===== src/rtl/arb_pkg.sv =====
// Shared types for the command arbiter: FSM states, requester identity and command width.
package arb_pkg;

  localparam int CMD_W = 16;

  typedef enum logic [2:0] {
    IDLE,
    GNT_TOUR,
    WAIT_TOUR,
    GNT_UART,
    WAIT_UART
  } arb_state_t;

  typedef enum logic {
    REQ_TOUR,
    REQ_UART
  } req_t;

  function automatic req_t state_owner(input arb_state_t s);
    return (s == GNT_TOUR || s == WAIT_TOUR) ? REQ_TOUR : REQ_UART;
  endfunction

endpackage


===== src/rtl/cmd_fifo.sv =====
// Small synchronous FIFO for buffered UART commands; push and pop may coincide.
module cmd_fifo #(
  parameter int DEPTH = 4,
  parameter int WIDTH = 16
) (
  input  logic                     clk,
  input  logic                     rst_n,
  input  logic                     push,
  input  logic [WIDTH-1:0]         push_data,
  input  logic                     pop,
  output logic [WIDTH-1:0]         head,
  output logic                     full,
  output logic                     empty,
  output logic [$clog2(DEPTH):0]   count
);

  localparam int PTR_W = $clog2(DEPTH);
  localparam logic [PTR_W:0] FULL_CNT = (PTR_W + 1)'(DEPTH);

  logic [WIDTH-1:0] mem [DEPTH];
  logic [PTR_W-1:0] wr_ptr;
  logic [PTR_W-1:0] rd_ptr;
  logic             do_push;
  logic             do_pop;

  assign full    = (count == FULL_CNT);
  assign empty   = (count == '0);
  assign do_push = push & ~full;
  assign do_pop  = pop & ~empty;
  assign head    = mem[rd_ptr];

  always_ff @(posedge clk) begin
    if (do_push) mem[wr_ptr] <= push_data;
  end

  // Pointers wrap naturally because DEPTH is a power of two.
  always_ff @(posedge clk or negedge rst_n) begin
    if (!rst_n) begin
      wr_ptr <= '0;
      rd_ptr <= '0;
      count  <= '0;
    end else begin
      if (do_push) wr_ptr <= wr_ptr + 1'b1;
      if (do_pop)  rd_ptr <= rd_ptr + 1'b1;
      case ({do_push, do_pop})
        2'b10:   count <= count + 1'b1;
        2'b01:   count <= count - 1'b1;
        default: count <= count;
      endcase
    end
  end

endmodule


===== src/rtl/cmd_arbiter.sv =====
// Owns cmd_proc's command port: grants tour or queued UART commands, routes handshakes back,
// and aborts a grant that never completes.
//   state     | meaning
//   IDLE      | no grant; pick tour first, else UART head when no tour is active
//   GNT_TOUR  | tour command presented, waiting for clr_cmd_rdy
//   WAIT_TOUR | tour command consumed, waiting for send_resp
//   GNT_UART  | FIFO head presented, waiting for clr_cmd_rdy (pops on clr)
//   WAIT_UART | UART command consumed, waiting for send_resp
module cmd_arbiter
  import arb_pkg::*;
#(
  parameter int          FIFO_DEPTH  = 4,
  parameter logic [25:0] TIMEOUT_CYC = 26'd50_000_000
) (
  input  logic                          clk,
  input  logic                          rst_n,
  input  logic [15:0]                   uart_cmd,
  input  logic                          uart_cmd_rdy,
  output logic                          uart_clr_cmd_rdy,
  output logic                          uart_send_resp,
  input  logic [15:0]                   tour_cmd,
  input  logic                          tour_cmd_rdy,
  input  logic                          tour_active,
  output logic                          tour_clr_cmd_rdy,
  output logic                          tour_send_resp,
  output logic [15:0]                   cmd,
  output logic                          cmd_rdy,
  input  logic                          clr_cmd_rdy,
  input  logic                          send_resp,
  output logic                          fifo_ovf,
  output logic                          timeout_err,
  output logic [$clog2(FIFO_DEPTH):0]   fifo_cnt
);

  arb_state_t       state;
  arb_state_t       state_nxt;
  logic [CMD_W-1:0] fifo_head;
  logic [CMD_W-1:0] cmd_q;
  logic             fifo_full;
  logic             fifo_empty;
  logic             uart_take;
  logic             push;
  logic             pop;
  logic [25:0]      wd;
  logic             wd_expired;
  logic             wd_fire;

  // The cycle our clr is out, the wrapper still shows rdy high for the same command.
  assign uart_take  = uart_cmd_rdy & ~uart_clr_cmd_rdy;
  assign push       = uart_take & ~fifo_full;
  assign wd_expired = (wd == TIMEOUT_CYC - 26'd1);

  cmd_fifo #(.DEPTH(FIFO_DEPTH), .WIDTH(CMD_W)) u_fifo (
    .clk       (clk),
    .rst_n     (rst_n),
    .push      (push),
    .push_data (uart_cmd),
    .pop       (pop),
    .head      (fifo_head),
    .full      (fifo_full),
    .empty     (fifo_empty),
    .count     (fifo_cnt)
  );

  always_ff @(posedge clk or negedge rst_n) begin
    if (!rst_n) state <= IDLE;
    else        state <= state_nxt;
  end

  always_comb begin
    state_nxt        = state;
    cmd              = cmd_q;
    cmd_rdy          = 1'b0;
    pop              = 1'b0;
    tour_clr_cmd_rdy = 1'b0;
    tour_send_resp   = 1'b0;
    uart_send_resp   = 1'b0;
    wd_fire          = 1'b0;
    case (state)
      IDLE: begin
        if (tour_cmd_rdy)                    state_nxt = GNT_TOUR;
        else if (!tour_active && !fifo_empty) state_nxt = GNT_UART;
      end
      GNT_TOUR: begin
        cmd     = tour_cmd;
        cmd_rdy = tour_cmd_rdy;
        if (!tour_cmd_rdy) begin
          state_nxt = IDLE;
        end else if (clr_cmd_rdy) begin
          tour_clr_cmd_rdy = 1'b1;
          state_nxt        = WAIT_TOUR;
        end else if (wd_expired) begin
          wd_fire   = 1'b1;
          state_nxt = IDLE;
        end
      end
      GNT_UART: begin
        cmd     = fifo_head;
        cmd_rdy = 1'b1;
        if (clr_cmd_rdy) begin
          pop       = 1'b1;
          state_nxt = WAIT_UART;
        end else if (wd_expired) begin
          wd_fire   = 1'b1;
          state_nxt = IDLE;
        end
      end
      WAIT_TOUR, WAIT_UART: begin
        if (send_resp) begin
          if (state_owner(state) == REQ_TOUR) tour_send_resp = 1'b1;
          else                                uart_send_resp = 1'b1;
          state_nxt = IDLE;
        end else if (wd_expired) begin
          wd_fire   = 1'b1;
          state_nxt = IDLE;
        end
      end
      default: state_nxt = IDLE;
    endcase
  end

  // One watchdog budget per grant: GNT->WAIT keeps counting, any return to IDLE clears it.
  always_ff @(posedge clk or negedge rst_n) begin
    if (!rst_n) begin
      wd               <= '0;
      timeout_err      <= 1'b0;
      uart_clr_cmd_rdy <= 1'b0;
      fifo_ovf         <= 1'b0;
      cmd_q            <= '0;
    end else begin
      wd               <= (state == IDLE || state_nxt == IDLE) ? '0 : wd + 26'd1;
      timeout_err      <= wd_fire;
      uart_clr_cmd_rdy <= uart_take;
      if (uart_take && fifo_full) fifo_ovf <= 1'b1;
      if (state == GNT_TOUR || state == GNT_UART) cmd_q <= cmd;
    end
  end

endmodule

===== config.mk =====
export PLATFORM = sky130hd
export DESIGN_NAME = cmd_arbiter
export DESIGN_NICKNAME = d
export VERILOG_FILES = /design/src/rtl/arb_pkg.sv /design/src/rtl/cmd_fifo.sv /design/src/rtl/cmd_arbiter.sv
export SDC_FILE = /design/constraint.sdc
export NUM_CORES = 1
export LEC_CHECK = 0
export CELL_PAD_IN_SITES_DETAIL_PLACEMENT = 1
export CELL_PAD_IN_SITES_GLOBAL_PLACEMENT = 1
export CORE_ASPECT_RATIO = 2
export CORE_MARGIN = 2
export CORE_UTILIZATION = 45
export CTS_CLUSTER_DIAMETER = 30
export DETAILED_ROUTE_END_ITERATION = 10
export PLACE_DENSITY_LB_ADDON = 0.1
export SYNTH_ARGS = -nofsm -noshare
export SYNTH_HDL_FRONTEND = slang
export SYNTH_SLANG_ARGS = --single-unit

===== constraint.sdc =====
create_clock -name clk -period 3.12 [get_ports clk]
set_input_delay 0.936 -clock clk [delete_from_list [all_inputs] [get_ports clk]]
set_output_delay 0.936 -clock clk [all_outputs]
set_load 0.02 [all_outputs]

==> results of run 1 <==
==> final cells by class <==
| type | count | area share, % |
|---|---|---|
| Sequential cell | 119 | 48.26 |
| Clock buffer | 17 | 6.225 |
| Tap cell | 142 | 2.600 |
| Inverter | 7 | 0.3845 |
| Timing Repair Buffer | 92 | 12.98 |
| Multi-Input combinational cell | 249 | 27.30 |
| Clock inverter | 15 | 2.252 |
==> state kept, by name, summed over array words and instances (netlist names) <==
name,cells
u_fifo.mem,64
wd,26
cmd_q,16
state,3
u_fifo.count,3
u_fifo.rd_ptr,2
u_fifo.wr_ptr,2
fifo_ovf,1
timeout_err,1
uart_clr_cmd_rdy,1
==> metrics by stage <==
step	hold WS (ps)	util, %	instances	total power [mW]
final	461.4	60.19	641	6.279
after global routing	490.3	60.19	641	6.627
after detailed placement	456.4	54.52	598	4.355
after floorplan	438.7	-	391	3.410
after CTS	464.4	59.68	632	6.257
after global placement	441.2	54.52	598	4.281
==> cell usage after synthesis, types with 2 or more instances <==
| library cell | count | area [sq um] |
|---|---|---|
| sky130_fd_sc_hd__nor3_1 | 6 | 30.03 |
| sky130_fd_sc_hd__nor2b_1 | 3 | 18.77 |
| sky130_fd_sc_hd__nand3_1 | 14 | 70.07 |
| sky130_fd_sc_hd__inv_1 | 7 | 26.28 |
| sky130_fd_sc_hd__and3_1 | 4 | 25.02 |
| sky130_fd_sc_hd__o21ai_0 | 38 | 190.2 |
| sky130_fd_sc_hd__dfrtp_1 | 55 | 1376 |
| sky130_fd_sc_hd__mux4_2 | 16 | 360.4 |
| sky130_fd_sc_hd__nand2_1 | 29 | 108.9 |
| sky130_fd_sc_hd__clkbuf_1 | 12 | 45.04 |
| sky130_fd_sc_hd__nor2_1 | 36 | 135.1 |
| sky130_fd_sc_hd__and2_1 | 6 | 37.54 |
| sky130_fd_sc_hd__nand3b_1 | 2 | 15.01 |
| sky130_fd_sc_hd__nand4_1 | 7 | 43.79 |
| sky130_fd_sc_hd__or3_1 | 3 | 18.77 |
| sky130_fd_sc_hd__edfxtp_1 | 64 | 1922 |
| sky130_fd_sc_hd__nand2b_1 | 2 | 12.51 |
| sky130_fd_sc_hd__a31oi_1 | 2 | 12.51 |
| sky130_fd_sc_hd__or4_1 | 2 | 15.01 |
| sky130_fd_sc_hd__mux2i_1 | 17 | 170.2 |
| sky130_fd_sc_hd__nor4_1 | 4 | 25.02 |
| sky130_fd_sc_hd__buf_2 | 2 | 10.01 |
| sky130_fd_sc_hd__ha_1 | 6 | 75.07 |
| sky130_fd_sc_hd__xor2_1 | 19 | 166.4 |
| sky130_fd_sc_hd__a21oi_1 | 2 | 10.01 |
| sky130_fd_sc_hd__and4_1 | 4 | 35.03 |
| sky130_fd_sc_hd__xnor2_1 | 10 | 87.58 |
==> worst max-delay path, delay by kind of cell, from the launching register on <==
kind	cells	cell delay (ps)
DFF	1	370
muxes	2	690
AOI/OAI and AO/OA	1	90
buffers and inverters	3	590
==> worst max-delay path by stage <==
stage | from | end | cells after the start
after detailed placement | tour_cmd_rdy | tour_clr_cmd_rdy | 4
after global placement | clr_cmd_rdy | tour_clr_cmd_rdy | 4
after floorplan | u_fifo.rd_ptr[0] | cmd[15] | 5
after global routing | u_fifo.rd_ptr[0] | cmd[9] | 6
after CTS | u_fifo.rd_ptr[0] | cmd[12] | 6
final | u_fifo.rd_ptr[0] | cmd[4] | 6
==> logic make-up (layout without fill, tap and decap cells) <==
family,count (synthesis),after routing,synth area share (%)
DFF,119,119,63.03
adders and majority gates,7,7,1.817
buffers and inverters,23,131,1.841
AOI/OAI and AO/OA,49,49,5.524
and+or+nand+nor,131,131,12.79
xor gates and xnor gates,29,29,4.854
muxes,33,33,10.14
==> power by group through the flow <==
| stage | Clock, mW | Sequential [mW] | Combinational (mW) |
|---|---|---|---|
| floorplan | 0 | 2.12 | 1.29 |
| global placement | 0 | 2.13 | 2.15 |
| detailed placement | 0 | 2.15 | 2.20 |
| CTS | 1.97 | 2.13 | 2.16 |
| global route | 2.03 | 2.16 | 2.44 |
| finish | 1.92 | 2.13 | 2.24 |
==> routing by layer <==
| layer | global-route usage (%) | vias to the layer above | routed length (um) |
|---|---|---|---|
| met5 | 0 | - | 0 |
| met4 | 10.49 | 0 | 373 |
| met3 | 4.729 | 28 | 330 |
| met2 | 43.45 | 71 | 7767 |
| met1 | 22.60 | 1815 | 4507 |
| li1 | - | 1634 | - |
==> repair_timing <==
action,CTS,global route
setup buffers,2,9
resized for setup,32,38
endpoints found under the setup margin,20,16
==> impl_summary.txt, run 1 <==
----------------------------------------------------
[CTS]
  # hold bufs at CTS ... 0
  Maximum root-to-sink buffer count ... 2
  Number of sinks on the clock net ... roughly 120
  TritonCTS buffer count ... 17
  CTS clock-pin slew for the worst setup and hold paths ... 60 ps
  TritonCTS clock tree ... built
  Master cell of the clock root buffer ... sky130_fd_sc_hd__clkbuf_16
  Clock Latency Late Sink ... 430 ps
  CTS H-Tree Depth ... 4

[Power]
  VDD IR max ... roughly 0.65 mV
  P per Cell Area ... 918.7 nW/um^2
  Switching pwr ... between 2 and 2.5 mW
  Proportion of total power due to net switching ... 35.05%
  Power share of the sequential group ... about a third
  Cell-internal power ... 4.078 mW
  Part of the power in combinational logic ... around 36%
  Static leakage ... between 2 and 3 nW
  Fraction of power consumed by the clock network ... between 30% and 40%

[Setup path]
  CP cell instances ... buf_12 -> buf_4 -> mux4_2 -> mux2i_1 -> o21ai_0 -> clkdlybuf4s15_1
  Reg2Reg Depth ... 5
  Source of the worst register-to-register timing path ... wd[7]
  Worst-path cell with the longest stage delay ... sky130_fd_sc_hd__mux4_2
  Capturing point of the worst reg2reg path ... wd[21]
  Crit path DAT ... 2160 ps
  Endpoint required time on the critical path ... roughly 2200 ps
  Type of the setup path with the least slack ... reg -> out
  Largest stage delay on the critical path ... about 500 ps
  Register-to-register setup slack ... roughly 560 ps
  Capturing element type of the critical path ... output pin
  Peak fanout along the critical path ... 9
  Startpoint type of the worst setup path ... register

[GRT]
  Number of global-route vias before repair ... 4,041
  Global-route wire length before repair ... about 21 mm
  Global route total overflow ... 0
  Initial antenna violation count ... 0
  Total global-route track usage ... between 20% and 30%
  Pin count of the biggest net entering global routing ... 56

[Floorplanning]
  Effective utilization at floorplan ... between 40 and 50%
  Placeable core area ... 11,350 sq um
  Die Y ... roughly 160 um
  Boundary Pins ... 65
  Die W ... roughly 80 um
  Num rows ... between 50 and 60
  Die area ... 12,560 sq um

[Synthesis]
  Post-Synthesis Cell Area ... 5233 sq um
  Most instantiated flip-flop cell in the synthesis netlist ... sky130_fd_sc_hd__edfxtp_1
  Yosys warns ... 0
  Mapped Nets ... 437
  Synthesized instance count ... slightly below 400
  Fraction of synthesis flops using an asynchronous set or reset pin ... 46.22%
  Number of flops mapped to enable cells by yosys ... 64
  Unique masters post-synth ... between 40 and 50
  Mean instance size in the synthesized netlist ... roughly 13 sq um
  Post-synthesis sequential element count ... approximately 120
  Sequential-to-total area share from yosys stat ... 63.03%

[Place]
  Port bufs ... 64
  Standard cell area after detailed placement ... roughly 6200 sq um
  Final estimated routing congestion in global placement ... 0.7980
  Post-detailed-placement half-perimeter wirelength ... 8.362 mm
  DP Worst Slack ... -394.6 ps

[Detailed routing]
  Vias post-DR ... about 3,500
  Average vias per placed instance ... roughly 5.5
  First-pass iteration count of the detailed router ... 5
  Post-DRT Antenna Nets ... 0
  Drt initial violations ... between 100 and 150
  Average routed wire per standard cell ... approximately 20 um
  Drc violations ... 0
  Final WL ... 12.98 mm

[Cells and area]
  Leading cell type in the layout, fill and taps excluded ... sky130_fd_sc_hd__edfxtp_1
  Ratio of cells with drive above 1 in the final layout ... 20.84%
  Count of filler cells inserted in the layout ... 1,130
  Number of nets in the layout ... 532
  FF+latch area ... between 3000 and 4000 sq um
  Number of diodes ... 0
  Most used cells in the layout excluding fill and tap cells ... sky130_fd_sc_hd__edfxtp_1, sky130_fd_sc_hd__dfrtp_1, sky130_fd_sc_hd__clkdlybuf4s50_1
  Post-route standard cell area excluding fillers ... just under 7000 sq um
  Area growth, synth to finish ... 30.61%
  Area used by multi-input combinational logic ... 1866 sq um

[Timing]
  Relative slew slack ... around 49%
  Setup Skew ... 14.63 ps
  Final hold viol count ... 0
  Setup_tns ... 0 ps
  Final worst-path setup slack ... about 27 ps
  Final worst path period need ... roughly 3100 ps
  Max Clk Rate ... 0.3233 GHz
  Transition time at the pin with the least slew margin ... between 700 and 800 ps
  Finish-stage setup viols ... 0
  Setup repair after global routing missed its margin ... yes
  Final Slew Violations ... 0
  Final worst path period share ... 99.14%

[Hold path]
  Hold worst-path end ... uart_clr_cmd_rdy
  Worst hold path class ... reg -> reg
  Cell count of the worst hold path ... 1
  Worst Min Path Start ... uart_clr_cmd_rdy

[Status]
  Status ... finished clean

[Flow run]
  Number of max-capacitance violations reported ... 0

----------------------------------------------------
Power figures use the tool's default switching activity.
==> run 2: changes to the inputs <==
Settings changed: CORE_ASPECT_RATIO 2 to default.
==> impl_summary.txt, run 2 (synthesis results as in run 1) <==
----------------------------------------------------
[CTS]
  Master cell of the clock root buffer ... sky130_fd_sc_hd__clkbuf_16
  CTS clock-pin slew for the worst setup and hold paths ... 60 ps (about the same)
  Number of sinks on the clock net ... 119 (unchanged)
  TritonCTS clock tree ... built
  CTS H-Tree Depth ... 4 (unchanged)
  TritonCTS buffer count ... 17 (unchanged)
  Maximum root-to-sink buffer count ... 2 (unchanged)
  Clock Latency Late Sink ... 410 ps (-20 ps)

[Timing]
  Setup Skew ... 10.75 ps (-3.887 ps)
  Transition time at the pin with the least slew margin ... 754.1 ps (-6.470 ps)
  Relative slew slack ... 49.73% (+0.90 points)
  Min Hold Slack ... 450.2 ps (-11.20 ps)
  Final worst-path setup slack ... 53.50 ps (+26.78 ps)
  Final worst path period need ... 3067 ps (-26.78 ps)
  Final Slew Violations ... 0 (unchanged)
  Final worst path period share ... 98.29% (-0.86 points)
  Max Clk Rate ... 0.3261 GHz (+0.87%)
  Setup repair after global routing missed its margin ... yes
  Finish-stage setup viols ... 0 (unchanged)
  Final hold viol count ... 0 (unchanged)

[Power]
  Cell-internal power ... 4.086 mW (+0.21%)
  Static leakage ... 2.700 nW (+1.4%)
  Fraction of power consumed by the clock network ... 29.3% (-1.2 points)
  Proportion of total power due to net switching ... 34.34% (-0.71 points)
  VDD IR max ... 0.6423 mV (-0.72%)
  P per Cell Area ... 907.8 nW/um^2 (-1.2%)
  Part of the power in combinational logic ... 36.6% (+1.0 points)
  Power share of the sequential group ... 34.1% (+0.2 points)
  Switching pwr ... 2.137 mW (-2.9%)

[Setup path]
  Crit path DAT ... 2130 ps (-30 ps)
  Capturing element type of the critical path ... output pin
  Capturing point of the worst reg2reg path ... wd[3]
  Reg2Reg Depth ... 5 (unchanged)
  Peak fanout along the critical path ... 9 (unchanged)
  Source of the worst register-to-register timing path ... wd[7]
  Register-to-register setup slack ... 590 ps (+30 ps)
  Type of the setup path with the least slack ... reg -> out
  Endpoint required time on the critical path ... 2180 ps (about the same)
  Startpoint type of the worst setup path ... register

[Hold path]
  Worst hold path class ... reg -> reg
  Worst Min Path Start ... uart_clr_cmd_rdy
  Hold worst-path end ... uart_clr_cmd_rdy
  Cell count of the worst hold path ... 1 (unchanged)

[GRT]
  Total global-route track usage ... 20.96% (-1.8 points)
  Pin count of the biggest net entering global routing ... 56 (unchanged)
  Number of global-route vias before repair ... 3,805 (-5.8%)
  Most Crowded Layer GR ... met2
  Global route total overflow ... 0 (unchanged)
  Initial antenna violation count ... 0 (unchanged)
  Global-route wire length before repair ... 19.97 mm (-3.3%)
  M3 GR Usage ... 5.661% (+0.93 points)
  Met1 usage ... 26.82% (+4.2 points)
  GR Layer Usage met2 ... 34.87% (-8.6 points)

[Cells and area]
  Number of diodes ... 0 (unchanged)
  Largest registers ... u_fifo.mem x64, wd x26, cmd_q x16
  Flip-flop count of the largest register, all copies and words added ... 64 (unchanged)
  Number of nets in the layout ... 541 (+1.7%)
  Most used cells in the layout excluding fill and tap cells ... sky130_fd_sc_hd__edfxtp_1, sky130_fd_sc_hd__dfrtp_1, sky130_fd_sc_hd__clkdlybuf4s50_1
  Area growth, synth to finish ... 31.01%
  Fin cells ... 651 (+1.6%)
  Post-route standard cell area excluding fillers ... 6855 sq um (+0.31%)
  Leading cell type in the layout, fill and taps excluded ... sky130_fd_sc_hd__edfxtp_1
  Register bank with the most flops ... u_fifo.mem
  Ratio of cells with drive above 1 in the final layout ... 23.62% (+2.8 points)

[Floorplanning]
  Die Y ... 111.8 um (-29%)
  Boundary Pins ... 65 (unchanged)
  Effective utilization at floorplan ... 46.02% (-0.061 points)
  Num rows ... 39 (-29%)
  Placeable core area ... 11,370 sq um (+0.13%)
  Die W ... 111.8 um (+39%)
  Die area ... 12,510 sq um (-0.42%)

[Flow run]
  Number of max-capacitance violations reported ... 0 (unchanged)

[Place]
  Standard cell area after detailed placement ... 6200 sq um (+0.14%)
  Port bufs ... 64 (unchanged)
  Post-detailed-placement half-perimeter wirelength ... 8.206 mm (-1.9%)
  DP Worst Slack ... -247.8 ps (+146.7 ps)
  Final estimated routing congestion in global placement ... 0.7823 (-2.0%)
  Cell Count Post-Placement ... 605 (+1.2%)

[Detailed routing]
  Post-DRT Antenna Nets ... 0 (unchanged)
  First-pass iteration count of the detailed router ... 4 (-1)
  Drc violations ... 0 (unchanged)
  Average routed wire per standard cell ... 19.50 um (-3.7%)
  Average vias per placed instance ... 5.425 (-2.0%)
  Vias post-DR ... 3,532 (-0.45%)
  Final WL ... 12.69 mm (-2.2%)
  Drt initial violations ... 218 (+100%)

[Status]
  Status ... finished clean

----------------------------------------------------
## run 2: final cells by class
class,count,area (sq um)
Clock buffer,19,432.9
Clock inverter,13,125.1
Fill cell,1117,4514
Inverter,7,26.28
Multi-Input combinational cell,249,1883
Sequential cell,119,3299
Tap cell,143,178.9
Timing Repair Buffer,101,909.6
## run 2: worst max-delay path by stage
stage	start	end	slack [ps]	depth (start not counted)
after floorplan	u_fifo.rd_ptr[0]	cmd[15]	410	5
after global placement	tour_cmd[15]	cmd[15]	-230	4
after detailed placement	tour_cmd[15]	cmd[15]	-250	4
after CTS	u_fifo.rd_ptr[0]	cmd[13]	-120	6
after global routing	u_fifo.rd_ptr[0]	cmd[7]	-30	7
final	u_fifo.rd_ptr[0]	cmd[7]	50	7
## run 2: through the flow
| step | utilization, % | TNS, ps | total power [mW] |
|---|---|---|---|
| 2_1_floorplan | - | 0 | 3.410 |
| 3_3_place_gp | 54.53 | -1799 | 4.279 |
| 3_5_place_dp | 54.53 | -2235 | 4.346 |
| 4_1_cts | 59.36 | -137.1 | 6.102 |
| 5_1_grt | 60.29 | -70.98 | 6.568 |
| 6_report | 60.29 | 0 | 6.223 |
## run 2: power groups by stage
stage / Combinational, mW / Clock [mW] / Sequential, mW
floorplan: 1.29 / 0 / 2.12
CTS: 2.12 / 1.86 / 2.12
global placement: 2.16 / 0 / 2.12
finish: 2.28 / 1.82 / 2.12
global route: 2.49 / 1.93 / 2.15
detailed placement: 2.20 / 0 / 2.14
## run 2: critical path, stage by stage (launching register included)
cell and delay, ps:
sky130_fd_sc_hd__dfrtp_2 450, sky130_fd_sc_hd__buf_12 150, sky130_fd_sc_hd__buf_6 110, sky130_fd_sc_hd__buf_6 100
sky130_fd_sc_hd__mux4_2 430, sky130_fd_sc_hd__mux2i_2 190, sky130_fd_sc_hd__o21ai_1 120, sky130_fd_sc_hd__buf_4 170
## run 2: routing by layer
metal / vias to the layer above / wire [um]
li1: 1653 / -
met3: 9 / 362
met2: 57 / 6670
met4: 0 / 95
met5: - / 0
met1: 1813 / 5563
## run 2: what timing repair did
item / in CTS / in global routing
setup buffers: 2 / 11
hold buffers: 0 / 0
pin swaps: 0 / 1
resized for setup: 26 / 62
setup endpoints to repair: 19 / 17
gates cloned: 0 / 1
==> run 3: changes to the inputs <==
Settings changed: ABC_AREA from default to 1, CORE_UTILIZATION 45 to 44.
==> impl_summary.txt, run 3 <==
----------------------------------------------------
[CTS]
  Post-CTS Setup Bufs ... 0 (-2)
  Master cell of the clock root buffer ... sky130_fd_sc_hd__clkbuf_16
  # hold bufs at CTS ... 0 (unchanged)
  Maximum root-to-sink buffer count ... 2 (unchanged)
  TritonCTS clock tree ... built
  Number of sinks on the clock net ... 119 (unchanged)
  CTS clock-pin slew for the worst setup and hold paths ... 60 ps (about the same)
  TritonCTS buffer count ... 17 (unchanged)
  CTS H-Tree Depth ... 4 (unchanged)
  Clock Latency Late Sink ... 420 ps (about the same)

[GRT]
  Global route total overflow ... 0 (unchanged)
  Pin count of the biggest net entering global routing ... 30 (-46%)
  Total global-route track usage ... 22.65% (+1.7 points)
  Number of global-route vias before repair ... 4,537 (+19%)
  Initial antenna violation count ... 0 (unchanged)
  Global-route wire length before repair ... 22.90 mm (+15%)

[Synthesis]
  Post-synthesis cell type with the largest combined area ... sky130_fd_sc_hd__edfxtp_1
  Most instantiated flip-flop cell in the synthesis netlist ... sky130_fd_sc_hd__edfxtp_1
  Synthesized instance count ... 534 (+37%)
  Post-Synthesis Cell Area ... 5622 sq um (+7.4%)
  Mean instance size in the synthesized netlist ... 10.53 sq um (-21%)
  Most common cell in the synthesized netlist ... sky130_fd_sc_hd__nand2_1
  Post-synthesis sequential element count ... 119 (unchanged)
  Yosys warns ... 0 (unchanged)
  Mapped Nets ... 580 (+33%)
  Unique masters post-synth ... 34 (-26%)
  Area share of the leading cell type in the synthesized netlist ... 34.19% (-2.5 points)
  Number of flops mapped to enable cells by yosys ... 64 (unchanged)
  Most numerous cell types in the synthesized netlist ... sky130_fd_sc_hd__nand2_1, sky130_fd_sc_hd__edfxtp_1, sky130_fd_sc_hd__dfrtp_1
  Sequential-to-total area share from yosys stat ... 58.67% (-4.4 points)
  Top cells by area, synth ... sky130_fd_sc_hd__edfxtp_1, sky130_fd_sc_hd__dfrtp_1, sky130_fd_sc_hd__nand2_1, sky130_fd_sc_hd__nor2_4, sky130_fd_sc_hd__nand3_1
  Fraction of synthesis flops using an asynchronous set or reset pin ... 46.22% (unchanged)

[Setup path]
  Most frequent cell on the critical path ... sky130_fd_sc_hd__clkdlybuf4s50_1
  Peak fanout along the critical path ... 3 (-6)
  Cell type group with the largest total delay on the critical path ... buffers and inverters
  Capturing point of the worst reg2reg path ... u_fifo.count[2]
  CP cell instances ... clkdlybuf4s50_1 -> inv_1 -> nor2_1 -> clkdlybuf4s50_1
  Type of the setup path with the least slack ... in -> out
  Count of buffering cells on the critical path with inverters included ... 3 (-1)
  Register-to-register setup slack ... 780 ps (+190 ps)
  Capturing element type of the critical path ... output pin
  Largest stage delay on the critical path ... 610 ps (+160 ps)
  Worst-path cell with the longest stage delay ... sky130_fd_sc_hd__clkdlybuf4s50_1
  Reg2Reg Depth ... 7 (+2)
  Crit path DAT ... 2150 ps (+20 ps)
  Source of the worst register-to-register timing path ... u_fifo.count[0]
  Endpoint required time on the critical path ... 2180 ps (about the same)
  Startpoint type of the worst setup path ... primary input

[Power]
  VDD IR max ... 0.5028 mV (-22%)
  Fraction of power consumed by the clock network ... 32.7% (+3.4 points)
  Part of the power in combinational logic ... 36.4% (-0.2 points)
  Static leakage ... 3.005 nW (+11%)
  P per Cell Area ... 927.5 nW/um^2 (+2.2%)
  Cell-internal power ... 4.250 mW (+4.0%)
  Proportion of total power due to net switching ... 36.93% (+2.6 points)
  Power share of the sequential group ... 30.9% (-3.2 points)
  Switching pwr ... 2.489 mW (+16%)

[Flow run]
  Number of max-capacitance violations reported ... 0 (unchanged)

[Timing]
  Finish-stage setup viols ... 0 (unchanged)
  Final worst path period need ... 3086 ps (+19.14 ps)
  Final Slew Violations ... 0 (unchanged)
  Min Hold Slack ... 463.7 ps (+13.45 ps)
  Setup Skew ... 10.58 ps (-0.1691 ps)
  Final worst path period share ... 98.90% (+0.61 points)
  Max Clk Rate ... 0.3241 GHz (-0.62%)
  Final hold viol count ... 0 (unchanged)
  Transition time at the pin with the least slew margin ... 693.5 ps (-60.55 ps)
  Setup repair after global routing missed its margin ... no
  Setup_tns ... 0 ps (unchanged)
  Relative slew slack ... 53.77% (+4.0 points)

[Cells and area]
  Flip-flop count of the largest register, all copies and words added ... 64 (unchanged)
  Number of diodes ... 0 (unchanged)
  Leading cell type in the layout, fill and taps excluded ... sky130_fd_sc_hd__nand2_1
  Number of nets in the layout ... 677 (+25%)
  Area growth, synth to finish ... 29.25%
  Most used cells in the layout excluding fill and tap cells ... sky130_fd_sc_hd__nand2_1, sky130_fd_sc_hd__edfxtp_1, sky130_fd_sc_hd__dfrtp_1
  Register bank with the most flops ... u_fifo.mem
  Post-route standard cell area excluding fillers ... 7266 sq um (+6.0%)
  Largest registers ... u_fifo.mem x64, wd x26, cmd_q x16
  Ratio of cells with drive above 1 in the final layout ... 17.70% (-5.9 points)
  Count of filler cells inserted in the layout ... 1,351 (+21%)

[Floorplanning]
  Boundary Pins ... 65 (unchanged)
  Placeable core area ... 12,570 sq um (+11%)
  Die area ... 13,700 sq um (+9.5%)
  Effective utilization at floorplan ... 44.73% (-1.3 points)
  Die Y ... 117.0 um (+4.6%)
  Num rows ... 41 (+5.1%)
  Die W ... 117.0 um (+4.6%)

[Detailed routing]
  Final WL ... 14.09 mm (+11%)
  Drc violations ... 0 (unchanged)
  Post-DRT Antenna Nets ... 0 (unchanged)
  Average vias per placed instance ... 5.116 (-5.7%)
  First-pass iteration count of the detailed router ... 4 (unchanged)
  Drt initial violations ... 220 (+0.92%)
  Average routed wire per standard cell ... 17.27 um (-11%)
  Vias post-DR ... 4,175 (+18%)

[Place]
  Post-detailed-placement half-perimeter wirelength ... 9.608 mm (+17%)
  Standard cell area after detailed placement ... 6631 sq um (+7.0%)
  Final estimated routing congestion in global placement ... 0.8350 (+6.7%)
  Port bufs ... 64 (unchanged)

[Hold path]
  Cell count of the worst hold path ... 1 (unchanged)
  Hold worst-path end ... uart_clr_cmd_rdy
  Worst hold path class ... reg -> reg
  Worst Min Path Start ... uart_clr_cmd_rdy

[Status]
  Status ... finished clean

----------------------------------------------------
run 3: changes by cell type in the layout (fill, tap and decap cells not counted), sizes merged, moves of 6 or more:
cell         before  now
a21oi             3   36
a221o             0   16
and2              6    0
buf              39   33
clkbuf           34   21
dlygate4sd2       3   12
inv              10   52
mux2i            17    0
mux4             16    0
nand2            29  124
nand3            14   49
nor2             36   69
o21ai            38    3
run 3: worst max-delay path by stage:
| stage | to | slack [ps] | startpoint | cells after the start |
|---|---|---|---|---|
| 2_1_floorplan | cmd[0] | 680 | u_fifo.rd_ptr[1] | 6 |
| 3_3_place_gp | tour_clr_cmd_rdy | -50 | tour_cmd_rdy | 4 |
| 3_5_place_dp | tour_clr_cmd_rdy | -60 | tour_cmd_rdy | 4 |
| 4_1_cts | cmd[6] | 20 | state[2] | 7 |
| 5_1_grt | tour_send_resp | 0.2 | send_resp | 4 |
| 6_report | tour_send_resp | 30 | send_resp | 4 |
run 3: kinds of logic (layout without fill, tap and decap cells):
logic type,Yosys count,after routing,synth area share [%]
compound gates,57,57,6.788
xor+xnor,26,26,4.051
fa+ha+maj,7,7,1.691
buf+inv,63,173,4.897
flops,119,119,58.67
simple gates,262,262,23.90
run 3: final cells by class:
cell class                 count  area [sq um]  area share (%)
sequential                   119          3298           45.39
clock inverter                15         239.0           3.289
inverter                      45         171.4           2.359
clock buffer                  17         425.4           5.855
tap                          172         215.2           2.962
multi-input combinational    352          2048           28.19
timing repair buffer          96         868.3           11.95
run 3: layer usage:
metal | track usage (%) | vias up | wire [um]
met5 | 0 | - | 0
met4 | 8.235 | 0 | 262
met3 | 5.973 | 19 | 403
met2 | 39.31 | 59 | 7463
met1 | 27.24 | 2090 | 5964
li1 | - | 2007 | -
run 3: power groups by stage:
| stage | clock network [mW] | logic [mW] | registers (mW) |
|---|---|---|---|
| after floorplan | 0 | 1.57 | 2.10 |
| after global placement | 0 | 2.50 | 2.09 |
| after detailed placement | 0 | 2.58 | 2.10 |
| after CTS | 2.23 | 2.50 | 2.08 |
| after global routing | 2.31 | 2.69 | 2.11 |
| final | 2.20 | 2.45 | 2.08 |
run 3: stage by stage:
step	setup slack [ps]	utilization (%)	power, mW	std cells
floorplan	675.6	-	3.664	534
detailed placement	-64.96	52.76	4.679	784
global placement	-46.27	52.76	4.588	784
finish	34.36	57.81	6.739	816
CTS	15.97	57.90	6.817	816
global route	0.1550	57.81	7.100	816
run 3: timing repair:
item | in CTS | in global routing
hold endpoints to repair | 0 | 0
pin swaps | 0 | 0
resized for setup | 20 | 10
setup endpoints to repair | 18 | 7
